===== src/rtl/l2_req_ctrl.sv =====
// l2_req_ctrl: drains the L2 request FIFO one word request at a time and
// issues it to the backing memory port. Writes are posted; reads wait for
// memory data (bounded by TIMEOUT) and return it on a response channel.
// Optional feature macro: L2_REQ_CTRL_STATS_EN adds saturating counters
// stat_rd_cnt / stat_wr_cnt / stat_to_cnt.
module l2_req_ctrl #(
    parameter int TIMEOUT = 64,
    parameter int CNT_W   = 16
) (
    input  logic              clk,
    input  logic              rst,
    input  logic              l2fifo_l2_req,
    input  logic [29:0]       l2fifo_l2_addr,
    input  logic              l2fifo_l2_wen,
    input  logic [3:0]        l2fifo_l2_wmask,
    input  logic [31:0]       l2fifo_l2_wdata,
    output logic              l2_l2fifo_ready,
    output logic              l2_mem_req,
    output logic [29:0]       l2_mem_addr,
    output logic              l2_mem_wen,
    output logic [3:0]        l2_mem_wmask,
    output logic [31:0]       l2_mem_wdata,
    input  logic              mem_l2_ready,
    input  logic              mem_l2_valid,
    input  logic [31:0]       mem_l2_rdata,
    output logic              l2_dc_resp_valid,
    output logic [29:0]       l2_dc_resp_addr,
    output logic [31:0]       l2_dc_resp_data,
    output logic              l2_dc_resp_err,
    input  logic              dc_l2_resp_ready
`ifdef L2_REQ_CTRL_STATS_EN
    ,
    output logic [CNT_W-1:0]  stat_rd_cnt,
    output logic [CNT_W-1:0]  stat_wr_cnt,
    output logic [CNT_W-1:0]  stat_to_cnt
`endif
);

    typedef enum logic [1:0] {IDLE, ISSUE, WAIT, RESP} state_t;

    // Last counter value before a read is forced to complete with error.
    localparam logic [CNT_W-1:0] CNT_LAST = CNT_W'(TIMEOUT - 1);

    state_t            state, state_nx;
    logic [29:0]       addr_q;
    logic              wen_q;
    logic [3:0]        wmask_q;
    logic [31:0]       wdata_q;
    logic [31:0]       rdata_q;
    logic              err_q;
    logic [CNT_W-1:0]  cnt;
    logic              accept;
    logic              timeout;

    assign accept  = (state == IDLE) && l2fifo_l2_req;
    // Valid data wins over a coincident timeout.
    assign timeout = (state == WAIT) && !mem_l2_valid && (cnt == CNT_LAST);

    // State register; reset abandons any in-flight transaction.
    always_ff @(posedge clk or negedge rst) begin
        if (!rst) state <= IDLE;
        else      state <= state_nx;
    end

    // Next-state and state-decoded handshake outputs.
    always_comb begin
        state_nx         = state;
        l2_l2fifo_ready  = 1'b0;
        l2_mem_req       = 1'b0;
        l2_dc_resp_valid = 1'b0;
        case (state)
            IDLE: begin
                l2_l2fifo_ready = 1'b1;
                if (l2fifo_l2_req) state_nx = ISSUE;
            end
            ISSUE: begin
                l2_mem_req = 1'b1;
                if (mem_l2_ready) state_nx = wen_q ? IDLE : WAIT;
            end
            WAIT: begin
                if (mem_l2_valid || timeout) state_nx = RESP;
            end
            RESP: begin
                l2_dc_resp_valid = 1'b1;
                if (dc_l2_resp_ready) state_nx = IDLE;
            end
            default: state_nx = IDLE;
        endcase
    end

    // Request latch, wait counter and response capture.
    always_ff @(posedge clk or negedge rst) begin
        if (!rst) begin
            addr_q  <= '0;
            wen_q   <= 1'b0;
            wmask_q <= '0;
            wdata_q <= '0;
            rdata_q <= '0;
            err_q   <= 1'b0;
            cnt     <= '0;
        end else begin
            if (accept) begin
                addr_q  <= l2fifo_l2_addr;
                wen_q   <= l2fifo_l2_wen;
                wmask_q <= l2fifo_l2_wmask;
                wdata_q <= l2fifo_l2_wdata;
            end
            if (state == ISSUE) cnt <= '0;
            else if (state == WAIT) cnt <= cnt + 1'b1;
            if (state == WAIT && mem_l2_valid) begin
                rdata_q <= mem_l2_rdata;
                err_q   <= 1'b0;
            end else if (timeout) begin
                rdata_q <= '0;
                err_q   <= 1'b1;
            end
        end
    end

    assign l2_mem_addr     = addr_q;
    assign l2_mem_wen      = wen_q;
    assign l2_mem_wmask    = wmask_q;
    assign l2_mem_wdata    = wdata_q;
    assign l2_dc_resp_addr = addr_q;
    assign l2_dc_resp_data = rdata_q;
    assign l2_dc_resp_err  = err_q;

`ifdef L2_REQ_CTRL_STATS_EN
    // Saturating accept/timeout statistics.
    always_ff @(posedge clk or negedge rst) begin
        if (!rst) begin
            stat_rd_cnt <= '0;
            stat_wr_cnt <= '0;
            stat_to_cnt <= '0;
        end else begin
            if (accept && !l2fifo_l2_wen && stat_rd_cnt != '1) stat_rd_cnt <= stat_rd_cnt + 1'b1;
            if (accept &&  l2fifo_l2_wen && stat_wr_cnt != '1) stat_wr_cnt <= stat_wr_cnt + 1'b1;
            if (timeout && stat_to_cnt != '1) stat_to_cnt <= stat_to_cnt + 1'b1;
        end
    end
`endif

endmodule


===== config.mk =====
export PLATFORM = sky130hd
export DESIGN_NAME = l2_req_ctrl
export DESIGN_NICKNAME = d
export VERILOG_FILES = /design/src/rtl/l2_req_ctrl.sv
export SDC_FILE = /design/constraint.sdc
export NUM_CORES = 1
export LEC_CHECK = 0
export BUFFER_PORTS_ARGS = -buffer_cell sky130_fd_sc_hd__buf_4
export CAP_MARGIN = 40
export CORE_MARGIN = 5
export CORE_UTILIZATION = 46
export CTS_BUF_LIST = sky130_fd_sc_hd__clkbuf_16
export DETAILED_ROUTE_END_ITERATION = 10
export PLACE_DENSITY = 0.8
export REMOVE_ABC_BUFFERS = 1
export SLEW_MARGIN = 20
export SYNTH_ARGS = -nofsm -noshare
export SYNTH_HDL_FRONTEND = slang
export SYNTH_SLANG_ARGS = --single-unit

===== constraint.sdc =====
create_clock -name clk -period 2 [get_ports clk]
set_input_delay 0.1 -clock clk [delete_from_list [all_inputs] [get_ports clk]]
set_output_delay 0.1 -clock clk [all_outputs]
set_load 0.1 [all_outputs]

==> flow_metrics.tcl, run 1 <==
set metrics [dict create \
    grt_pass1_wl_mm 26.8 \
    hp-class "primary input to register" \
    post-route-min-period_ps 1850 \
    first_iter_violations 424 \
    syn-mean-instance-area_sq_um 13.6 \
    finalSetupViolCount 0 \
    numPlacedInstances 697 \
    worstMarginPinSlew_ps 482 \
    fin_area_sq_mm 0.00826 \
    rsz0062_at_grt "no" \
    clk_latency_ps 410 \
    drc_errors 0 \
    max_stage_delay_ps 440 \
    wl_per_cell_microns 21.5 \
    place_congestion 0.869 \
    firstDrtPassIters 5 \
    synth_seq_cells 118 \
    antenna_found_initial 1 \
    min_path_cells 3 \
    synthFlopType "dfrtp_1" \
    critPathLaunchType "register" \
    io_pins 238 \
    post_dp_cell_area_sq_mm 0.00666 \
    numCtsBuffers 17 \
    slew_headroom 0.677 \
    crit_path_end_kind "output port" \
    cts_tree "done" \
    post-dp-hpwl_mm 10.5 \
    reg2reg_from "state[0]" \
    drive_gt1_frac 0.494 \
    viasPerCell 5.24 \
    cp.arrival_ps 1750 \
    r2r-end "l2_dc_resp_addr[1]" \
    die_h_microns 114 \
    period_share 0.924 \
    synth.yosys.seq_area_share 0.596 \
    critPathMaxFanout 13 \
    grt.total_usage 0.273 \
    finalHoldViolations 0 \
    skew_ps 12.3 \
    routed_wl_mm 17.8 \
    yosysUniqueCellTypes 36 \
    ant_nets 0 \
    synthArstFlopShare 1.00 \
    slew_viol_final 0 \
    dieArea_sq_mm 0.0129 \
    clkTransAtPathRegs_ps 50 \
    crit_chain "inv_1, ha_1, buf_4" \
    synth_edf_count 0 \
    h-tree-depth 4 \
    synthAdderAreaFrac 0.0151 \
    critPathTopFamily "buffers and inverters" \
    cts_num_sinks 118 \
    r2r_slack_ps 170 \
    min_from "l2fifo_l2_req" \
    worstRegToRegCells 5 \
    synth_top_family_by_area "multiplexers" \
    netlist_instances 365 \
    grt_max_degree 67 \
    synth-xor-area-share 0.00884 \
    status "finished, final reports clean" \
    die_w_microns 114 \
    fin_cells 831 \
    num_rows 37 \
    worst-path-buf-inv 2 \
    start_util 0.476 \
    synth-simple-area-share 0.0576 \
    cts_root_buf "clkbuf_16" \
    synth_compound_area_frac 0.0899 \
    critPathKind "register to output port" \
    clockBufferDepth 2 \
    critPathSlowestCell "ha_1" \
    hold_end "l2_mem_wen" \
    fmax_mhz 541 \
    cap_violations 0 \
    area_growth_pct 66.7 \
    syn-cell-area_sq_mm 0.00496 \
    grt_pass1_vias 4724 \
    vias 4356 \
    grt-ovfl-total 0 \
    synth_mux_area_frac 0.158 \
    core_area_sq_mm 0.0104 \
    io_buffers 237 \
    whs_ps 111 \
    required_ps 1900 \
    yosys_warnings 0 \
    fin_nets 793 \
]
[registers in the layout, indices dropped and copies added, names as in the netlist, named ones only]
signal	count
state	1
l2_dc_resp_err	1
l2_mem_wdata	32
cnt	16
l2_mem_wen	1
l2_mem_wmask	4
l2_dc_resp_data	32
l2_dc_resp_addr	30
[tightest hold or removal path, cell delays in order]
cell     delay (ps)
buf_4           110
nand2_2         110
mux2_2          160
[metal layers]
layer / GRT usage / wire length [microns] / part of all wire
met5: 0 / 0 / 0
met4: 0.151 / 860 / 0.048
met3: 0.0711 / 1210 / 0.068
met2: 0.497 / 9670 / 0.54
met1: 0.285 / 6110 / 0.34
[kinds of logic (layout without fill, tap and decap cells)]
kind of cell               after synthesis  count (layout)
AOI/OAI and AO/OA                       55              56
xor gates and xnor gates                 5               5
adders and majority gates                6               6
buffers and inverters                   60             388
DFF                                    118             118
muxes                                   70              70
other                                    0               1
and+or+nand+nor                         51              51
[layout make-up]
cell class / instances / area, sq um
diodes: 1 / 2.50
clock buffers: 17 / 425
clock inverters: 14 / 144
fillers: 529 / 2150
inverters: 12 / 45.0
multi-input cells: 188 / 1660
flip-flops and latches: 118 / 2950
well taps: 136 / 170
repair buffers: 345 / 2870
[stage by stage]
| stage | worst slack [ps] | utilization | setup TNS [ps] |
|---|---|---|---|
| 2_1_floorplan | -1560 | - | -105060 |
| 3_3_place_gp | 135 | 0.640 | 0 |
| 3_5_place_dp | 87.0 | 0.640 | 0 |
| 4_1_cts | 67.1 | 0.790 | 0 |
| 5_1_grt | 28.8 | 0.793 | 0 |
| 6_report | 151 | 0.793 | 0 |
[layout by cell type (no fill, tap or decap), drive strengths merged, types with 6 or more instances in the layout]
master | synthesis | final
a22o | 36 | 36
buf | 38 | 245
clkbuf | 10 | 17
clkinv | 0 | 6
dfrtp | 118 | 118
dlygate4sd3 | 0 | 100
ha | 6 | 6
inv | 12 | 14
mux2 | 67 | 67
nor2 | 13 | 13
o21ai | 9 | 10
[synth_stat cells (3+ instances only)]
library cell | count | share of area
nand4_1 | 5 | 0.0063
nand2_1 | 5 | 0.0038
and3_1 | 5 | 0.0063
clkbuf_1 | 10 | 0.0076
ha_1 | 6 | 0.015
and2_1 | 3 | 0.0038
a22o_1 | 36 | 0.064
xnor2_1 | 4 | 0.0071
nor4_1 | 4 | 0.0050
buf_6 | 3 | 0.0068
mux2_2 | 67 | 0.15
mux2i_1 | 3 | 0.0061
dfrtp_1 | 118 | 0.60
inv_1 | 12 | 0.0091
nor3_1 | 3 | 0.0030
o21ai_0 | 8 | 0.0081
buf_2 | 4 | 0.0040
buf_4 | 31 | 0.047
nor2_1 | 13 | 0.0098
nand2b_1 | 4 | 0.0050
a21oi_1 | 3 | 0.0030
[what timing repair did]
action	CTS	global route
endpoints found under the setup margin	0	36
setup buffers	0	1
resized for setup	0	2
hold buffers	100	0
endpoints found under the hold margin	126	0
[worst max path at each step]
stage | cells past startpoint | endpoint | slack (ps)
floorplan | 4 | l2_dc_resp_addr[0] | -1560
global placement | 5 | l2_dc_resp_data[19] | 130
detailed placement | 5 | l2_dc_resp_data[17] | 90
CTS | 5 | l2_dc_resp_data[28] | 70
global route | 6 | cnt[11] | 30
finish | 3 | l2_mem_req | 150
Power of run 1 is left out: the tool's default activity adds up to more than one toggle a clock period on the data nets, which glitch-free logic cannot reach.
==> run 2, diff against run 1 <==
--- a/config.mk
+++ b/config.mk
@@ -7,2 +7,3 @@
 export LEC_CHECK = 0
+export ABC_AREA = 1
 export BUFFER_PORTS_ARGS = -buffer_cell sky130_fd_sc_hd__buf_4
@@ -10,3 +11,3 @@
 export CORE_MARGIN = 5
-export CORE_UTILIZATION = 46
+export CORE_UTILIZATION = 47
 export CTS_BUF_LIST = sky130_fd_sc_hd__clkbuf_16
--- a/constraint.sdc
+++ b/constraint.sdc
@@ -3,2 +3,2 @@
 set_output_delay 0.1 -clock clk [all_outputs]
-set_load 0.1 [all_outputs]
+set_load 0.01 [all_outputs]
==> run 2 against run 1 <==
Net effect: maximum frequency is 2.2% lower; register-to-register slack worse by 60 ps; final area is 5.0% higher; synthesized cell count is 31% higher; worst hold slack better by 41 ps; largest cell class unchanged; clock-buffer cell count stayed put; cell count is 15% higher; critical path type is now register to register; non-clock buffer count is 5 higher.
==> flow_metrics.tcl, run 2 <==
set metrics [dict create \
    regArea_sq_mm 0.00295 \
    numCtsBuffers 17 \
    syn-mean-instance-area_sq_um 11.1 \
    finalHoldViolations 0 \
    post-dp-hpwl_mm 10.6 \
    slew_headroom 0.604 \
    grt_pass1_vias 5262 \
    max_stage_delay_ps 440 \
    synth.top_cell.area_share 0.556 \
    setup_slack_ps 109 \
    grt_max_degree 48 \
    drive_gt1_frac 0.474 \
    die_h_microns 116 \
    period_share 0.945 \
    critPathTopFamily "flip-flops" \
    synth_top_family_by_area "simple AND/OR/NAND/NOR gates" \
    hp-class "primary input to register" \
    grt_pass1_wl_mm 27.2 \
    grt.total_usage 0.262 \
    critPathSlowestCell "dfrtp_1" \
    crit_chain "inv_1, ha_1, nand2_2, buf_12, mux2_2" \
    ant_nets 0 \
    first_iter_violations 206 \
    clockPowerShare 0.235 \
    h-tree-depth 4 \
    vias 4750 \
    status "finished, final reports clean" \
    wl_per_cell_microns 18.5 \
    antenna_found_initial 0 \
    irDropWorstVdd_v 0.000903 \
    grt-ovfl-total 0 \
    powerDensity_mw_per_mm2 1530 \
    leakagePower_nw 4.34 \
    clockBufferDepth 2 \
    p_sw_mw 4.68 \
    drc_errors 0 \
    synth_edf_count 0 \
    synth.yosys.seq_area_share 0.556 \
    skew_ps 12.9 \
    yosysUniqueCellTypes 25 \
    synthAdderAreaFrac 0.0141 \
    dp_slack_ps 159 \
    post-route-min-period_ps 1890 \
    synth_mux_area_frac 0.142 \
    io_pins 238 \
    dieArea_sq_mm 0.0135 \
    fmax_mhz 529 \
    clk_latency_ps 410 \
    power_frac_seq 0.329 \
    whs_ps 153 \
    critPathLaunchType "register" \
    die_w_microns 116 \
    critPathMaxFanout 47 \
    swShare 0.353 \
    synthFlopType "dfrtp_1" \
    yosys_warnings 0 \
    crit_path_end_kind "register" \
    cts_num_sinks 118 \
    worstMarginPinSlew_ps 593 \
    rsz0062_at_grt "no" \
    mostFrequentLayoutCell "buf_4" \
    fin_nets 912 \
    firstDrtPassIters 5 \
    start_util 0.485 \
    critPathKind "register to register" \
    synth_compound_area_frac 0.0193 \
    synth_seq_cells 118 \
    cap_violations 0 \
    cts_root_buf "clkbuf_16" \
    utilization 0.793 \
    netlist_instances 479 \
    syn-cell-area_sq_mm 0.00531 \
    num_rows 38 \
    slew_viol_final 0 \
    synth_commonest_cells "118 x dfrtp_1, 104 x nand2_1, 67 x mux2_2" \
    place_congestion 0.896 \
    synthTopCellsByArea "dfrtp_1 56%, mux2_2 14%, nand2_1 7.4%" \
    viasPerCell 4.97 \
    worst-path-buf-inv 2 \
    final_cell_mix "247 x buf_4, 118 x dfrtp_1, 102 x nand2_1" \
    io_buffers 237 \
    cts_tree "done" \
    finalSetupViolCount 0 \
    synthArstFlopShare 1.00 \
    required_ps 2280 \
    core_area_sq_mm 0.0109 \
    p_comb_frac 0.436 \
    synth-simple-area-share 0.186 \
    r2r_slack_ps 110 \
    multi_input_area_sq_mm 0.00193 \
    fill_cells 589 \
    area_growth_pct 63.5 \
    routed_wl_mm 17.6 \
    synth-xor-area-share 0 \
    synth_top_area_cell "dfrtp_1" \
    p_int_mw 8.57 \
    yosysMostFrequentCell "dfrtp_1" \
    clkTransAtPathRegs_ps 60 \
    cp.arrival_ps 2170 \
]
run 2: cell count changes after synthesis, sizes merged, moves of 5 or more:
| cell | before | now |
|---|---|---|
| nand2 | 5 | 105 |
| nand3 | 2 | 47 |
| a22o | 36 | 0 |
| nor2 | 13 | 35 |
| inv | 12 | 26 |
| clkbuf | 10 | 2 |
| buf | 38 | 45 |
| and3 | 5 | 0 |
run 2: layer usage:
layer / vias to the layer above / GRT usage / part of all wire
met2: 208 / 0.489 / 0.57
met1: 2317 / 0.282 / 0.35
met3: 38 / 0.0642 / 0.062
li1: 2187 / - / -
met5: - / 0 / 0
met4: 0 / 0.105 / 0.024
run 2: through the flow:
step	TNS [ps]	cells	instance area, sq um	total power [mW]
2_1_floorplan	-72910	432	4970	6.68
5_1_grt	0	954	8670	13.9
3_3_place_gp	0	822	7050	9.52
6_report	0	955	8680	13.3
4_1_cts	0	954	8660	13.1
3_5_place_dp	0	822	7050	9.73
run 2: power by group through the flow:
stage / combinational, mW / clock (mW) / sequential (mW)
4_1_cts: 5.64 / 3.15 / 4.28
5_1_grt: 6.18 / 3.26 / 4.48
6_report: 5.78 / 3.12 / 4.35
3_3_place_gp: 5.30 / 0 / 4.22
2_1_floorplan: 1.85 / 0 / 4.83
3_5_place_dp: 5.44 / 0 / 4.29
run 2: timing repair:
item | in CTS | in global routing
endpoints found under the hold margin | 141 | 0
buffers inserted | 0 | 0
endpoints found under the setup margin | 0 | 5
resized for setup | 0 | 3
hold buffers | 100 | 0
run 2: cell type report:
type	count	share of cell area
Tap cell	140	0.0202
Timing Repair Buffer	350	0.335
Inverter	27	0.0118
Multi-Input combinational cell	287	0.223
Antenna cell	1	0.000288
Clock buffer	17	0.0490
Clock inverter	15	0.0203
Sequential cell	118	0.340
run 2: path summary, 6_finish.rpt:
| check | cells after the start | endpoint | startpoint |
|---|---|---|---|
| max in group asynchronous | 3 | l2_mem_wdata[15] | rst |
| min in group asynchronous | 2 | l2_dc_resp_data[18] | rst |
| worst max register to register | 5 | l2_dc_resp_addr[1] | state[0] |
| worst min register to register | 1 | l2_mem_wdata[12] | l2_mem_wdata[12] |
| worst max-delay path | 5 | l2_dc_resp_addr[1] | state[0] |
| worst min-delay path | 4 | l2_dc_resp_data[23] | mem_l2_valid |
run 2: cells by family after synthesis:
group,count (synthesis)
buf+inv,74
compound gates,19
mux,67
simple gates,195
flops,118
fa+ha+maj,6
run 2: worst reg2reg max path, stage by stage, from the launching register on:
cell and delay, ps:
dfrtp_1 440, inv_1 150, ha_1 280, nand2_2 200, buf_12 280, mux2_2 420
(Power assumes the default switching activity.)
==> run 3, diff against run 2 <==
- PLACE_DENSITY: 0.8 -> 0.9
==> run 3 against run 2 <==
Net effect: via count is 8.9% higher; worst hold slack got worse by 56 ps; clock-buffer cell count stayed put; critical path depth unchanged; die area did not move; combinational power is 4.0% higher; sequential power grew 4%; clock power decreased by 5%; routed wire length up 22%; clock skew hardly changed.
==> flow_metrics.tcl, run 3 (synthesized netlist as in run 2, its figures left out) <==
set metrics [dict create \
    status "finished, final reports clean" \
    grt_pass1_wl_mm 31.7 \
    drive_gt1_frac 0.471 \
    h-tree-depth 4 \
    post_dp_cell_area_sq_mm 0.00707 \
    first_iter_violations 598 \
    slew_viol_final 0 \
    post-route-min-period_ps 1950 \
    critPathTopFamily "flip-flops" \
    cts_num_sinks 118 \
    leakagePower_nw 4.32 \
    fin_area_sq_mm 0.00866 \
    clk_latency_ps 420 \
    antenna_found_initial 5 \
    numCtsBuffers 17 \
    area_growth_pct 63.2 \
    fin_nets 909 \
    multi_input_area_sq_mm 0.00194 \
    powerDensity_mw_per_mm2 1560 \
    clkTransAtPathRegs_ps 60 \
    critPathLaunchType "register" \
    cts_root_buf "clkbuf_16" \
    period_share 0.976 \
    dieArea_sq_mm 0.0135 \
    io_pins 238 \
    regArea_sq_mm 0.00295 \
    crit_path_end_kind "register" \
    routed_wl_mm 21.5 \
    place_congestion 0.901 \
    mostFrequentLayoutCell "buf_4" \
    num_rows 38 \
    ant_nets 0 \
    grt_max_degree 43 \
    worst-path-buf-inv 2 \
    irDropWorstVdd_v 0.00105 \
    post-dp-hpwl_mm 11.6 \
    critPathSlowestCell "dfrtp_1" \
    crit_chain "inv_1, ha_1, nand2_2, buf_12, mux2_2" \
    vias 5174 \
    skew_ps 12.4 \
    max_stage_delay_ps 450 \
    cp.arrival_ps 2240 \
    finalSetupViolCount 0 \
    die_w_microns 116 \
    grt_pass1_vias 5719 \
    power.total_mw 13.5 \
    min_path_cells 4 \
    required_ps 2290 \
    io_buffers 237 \
    firstDrtPassIters 5 \
    critPathMaxFanout 32 \
    wl_per_cell_microns 22.5 \
    cap_violations 0 \
    clockBufferDepth 2 \
    finalHoldViolations 0 \
    cts_setup_buffers 0 \
    grt.total_usage 0.315 \
    fill_cells 528 \
    viasPerCell 5.42 \
    die_h_microns 116 \
    fmax_mhz 512 \
    cts_tree "done" \
    grt-ovfl-total 0 \
    worstMarginPinSlew_ps 584 \
    critPathKind "register to register" \
    start_util 0.485 \
    drc_errors 0 \
    final_cell_mix "242 x buf_4, 118 x dfrtp_1, 102 x nand2_1" \
    path_depth 5 \
    worstRegToRegCells 5 \
    core_area_sq_mm 0.0109 \
    slew_headroom 0.610 \
    hp-class "primary input to register" \
]
==> run 3: cell count changes in the layout (fill, tap and decap cells not counted), sizes merged <==
cell and delta:
bufinv -1, inv -2, clkinv +1, diode +3, buf -3, clkinvlp +2
==> run 3: path summary, 6_finish.rpt <==
path	startpoint	end	slack, ps
worst min register to register	l2_dc_resp_data[10]	l2_dc_resp_data[10]	510
min in group asynchronous	rst	l2_dc_resp_data[27]	230
max in group asynchronous	rst	l2_dc_resp_err	1140
worst min-delay path	mem_l2_valid	l2_dc_resp_data[5]	100
worst max register to register	state[0]	l2_dc_resp_addr[23]	50
worst max-delay path	state[0]	l2_dc_resp_addr[23]	50
==> run 3: routing by layer <==
metal / global-route usage / routed length [microns] / up-vias
met4: 0.167 / 1230 / 2
met5: 0 / 7 / -
met2: 0.563 / 11100 / 386
met1: 0.331 / 7310 / 2500
li1: - / - / 2179
met3: 0.0974 / 1880 / 107
==> run 3: worst register-to-register path: cells and delay by family (launching register included) <==
kind,cells,cell delay [ps]
and+or+nand+nor,1,250
adders and majority gates,1,290
buffers and inverters,2,410
muxes,1,430
DFF,1,450
==> run 3: cell type report <==
type                    count  share of cell area
flip-flops and latches    118               0.341
repair buffers            347               0.337
multi-input cells         287               0.224
clock buffers              17              0.0491
well taps                 140              0.0202
clock inverters            15              0.0160
inverters                  27              0.0118
diodes                      4             0.00116
==> run 3: what timing repair did <==
| action | in CTS | in global routing |
|---|---|---|
| resized for setup | 0 | 3 |
| endpoints found under the setup margin | 0 | 7 |
| endpoints found under the hold margin | 137 | 0 |
| hold buffers | 100 | 0 |
==> run 3: report_power, final <==
part           internal (mW)  switching [mW]  leakage (nW)
logic                   3.14            2.87          2.61
registers               3.49            1.03          1.45
clock network           1.81            1.16         0.261
==> run 3: per-stage QoR <==
stage | worst slack (ps) | hold slack, ps | utilization | setup TNS, ps | instances
floorplan | -743 | -196 | - | -72910 | 432
global placement | 314 | 110 | 0.646 | 0 | 819
detailed placement | 176 | 119 | 0.646 | 0 | 819
CTS | 125 | 84.5 | 0.790 | 0 | 951
global route | -0.658 | 114 | 0.792 | -0.658 | 955
finish | 47.0 | 96.5 | 0.792 | 0 | 955
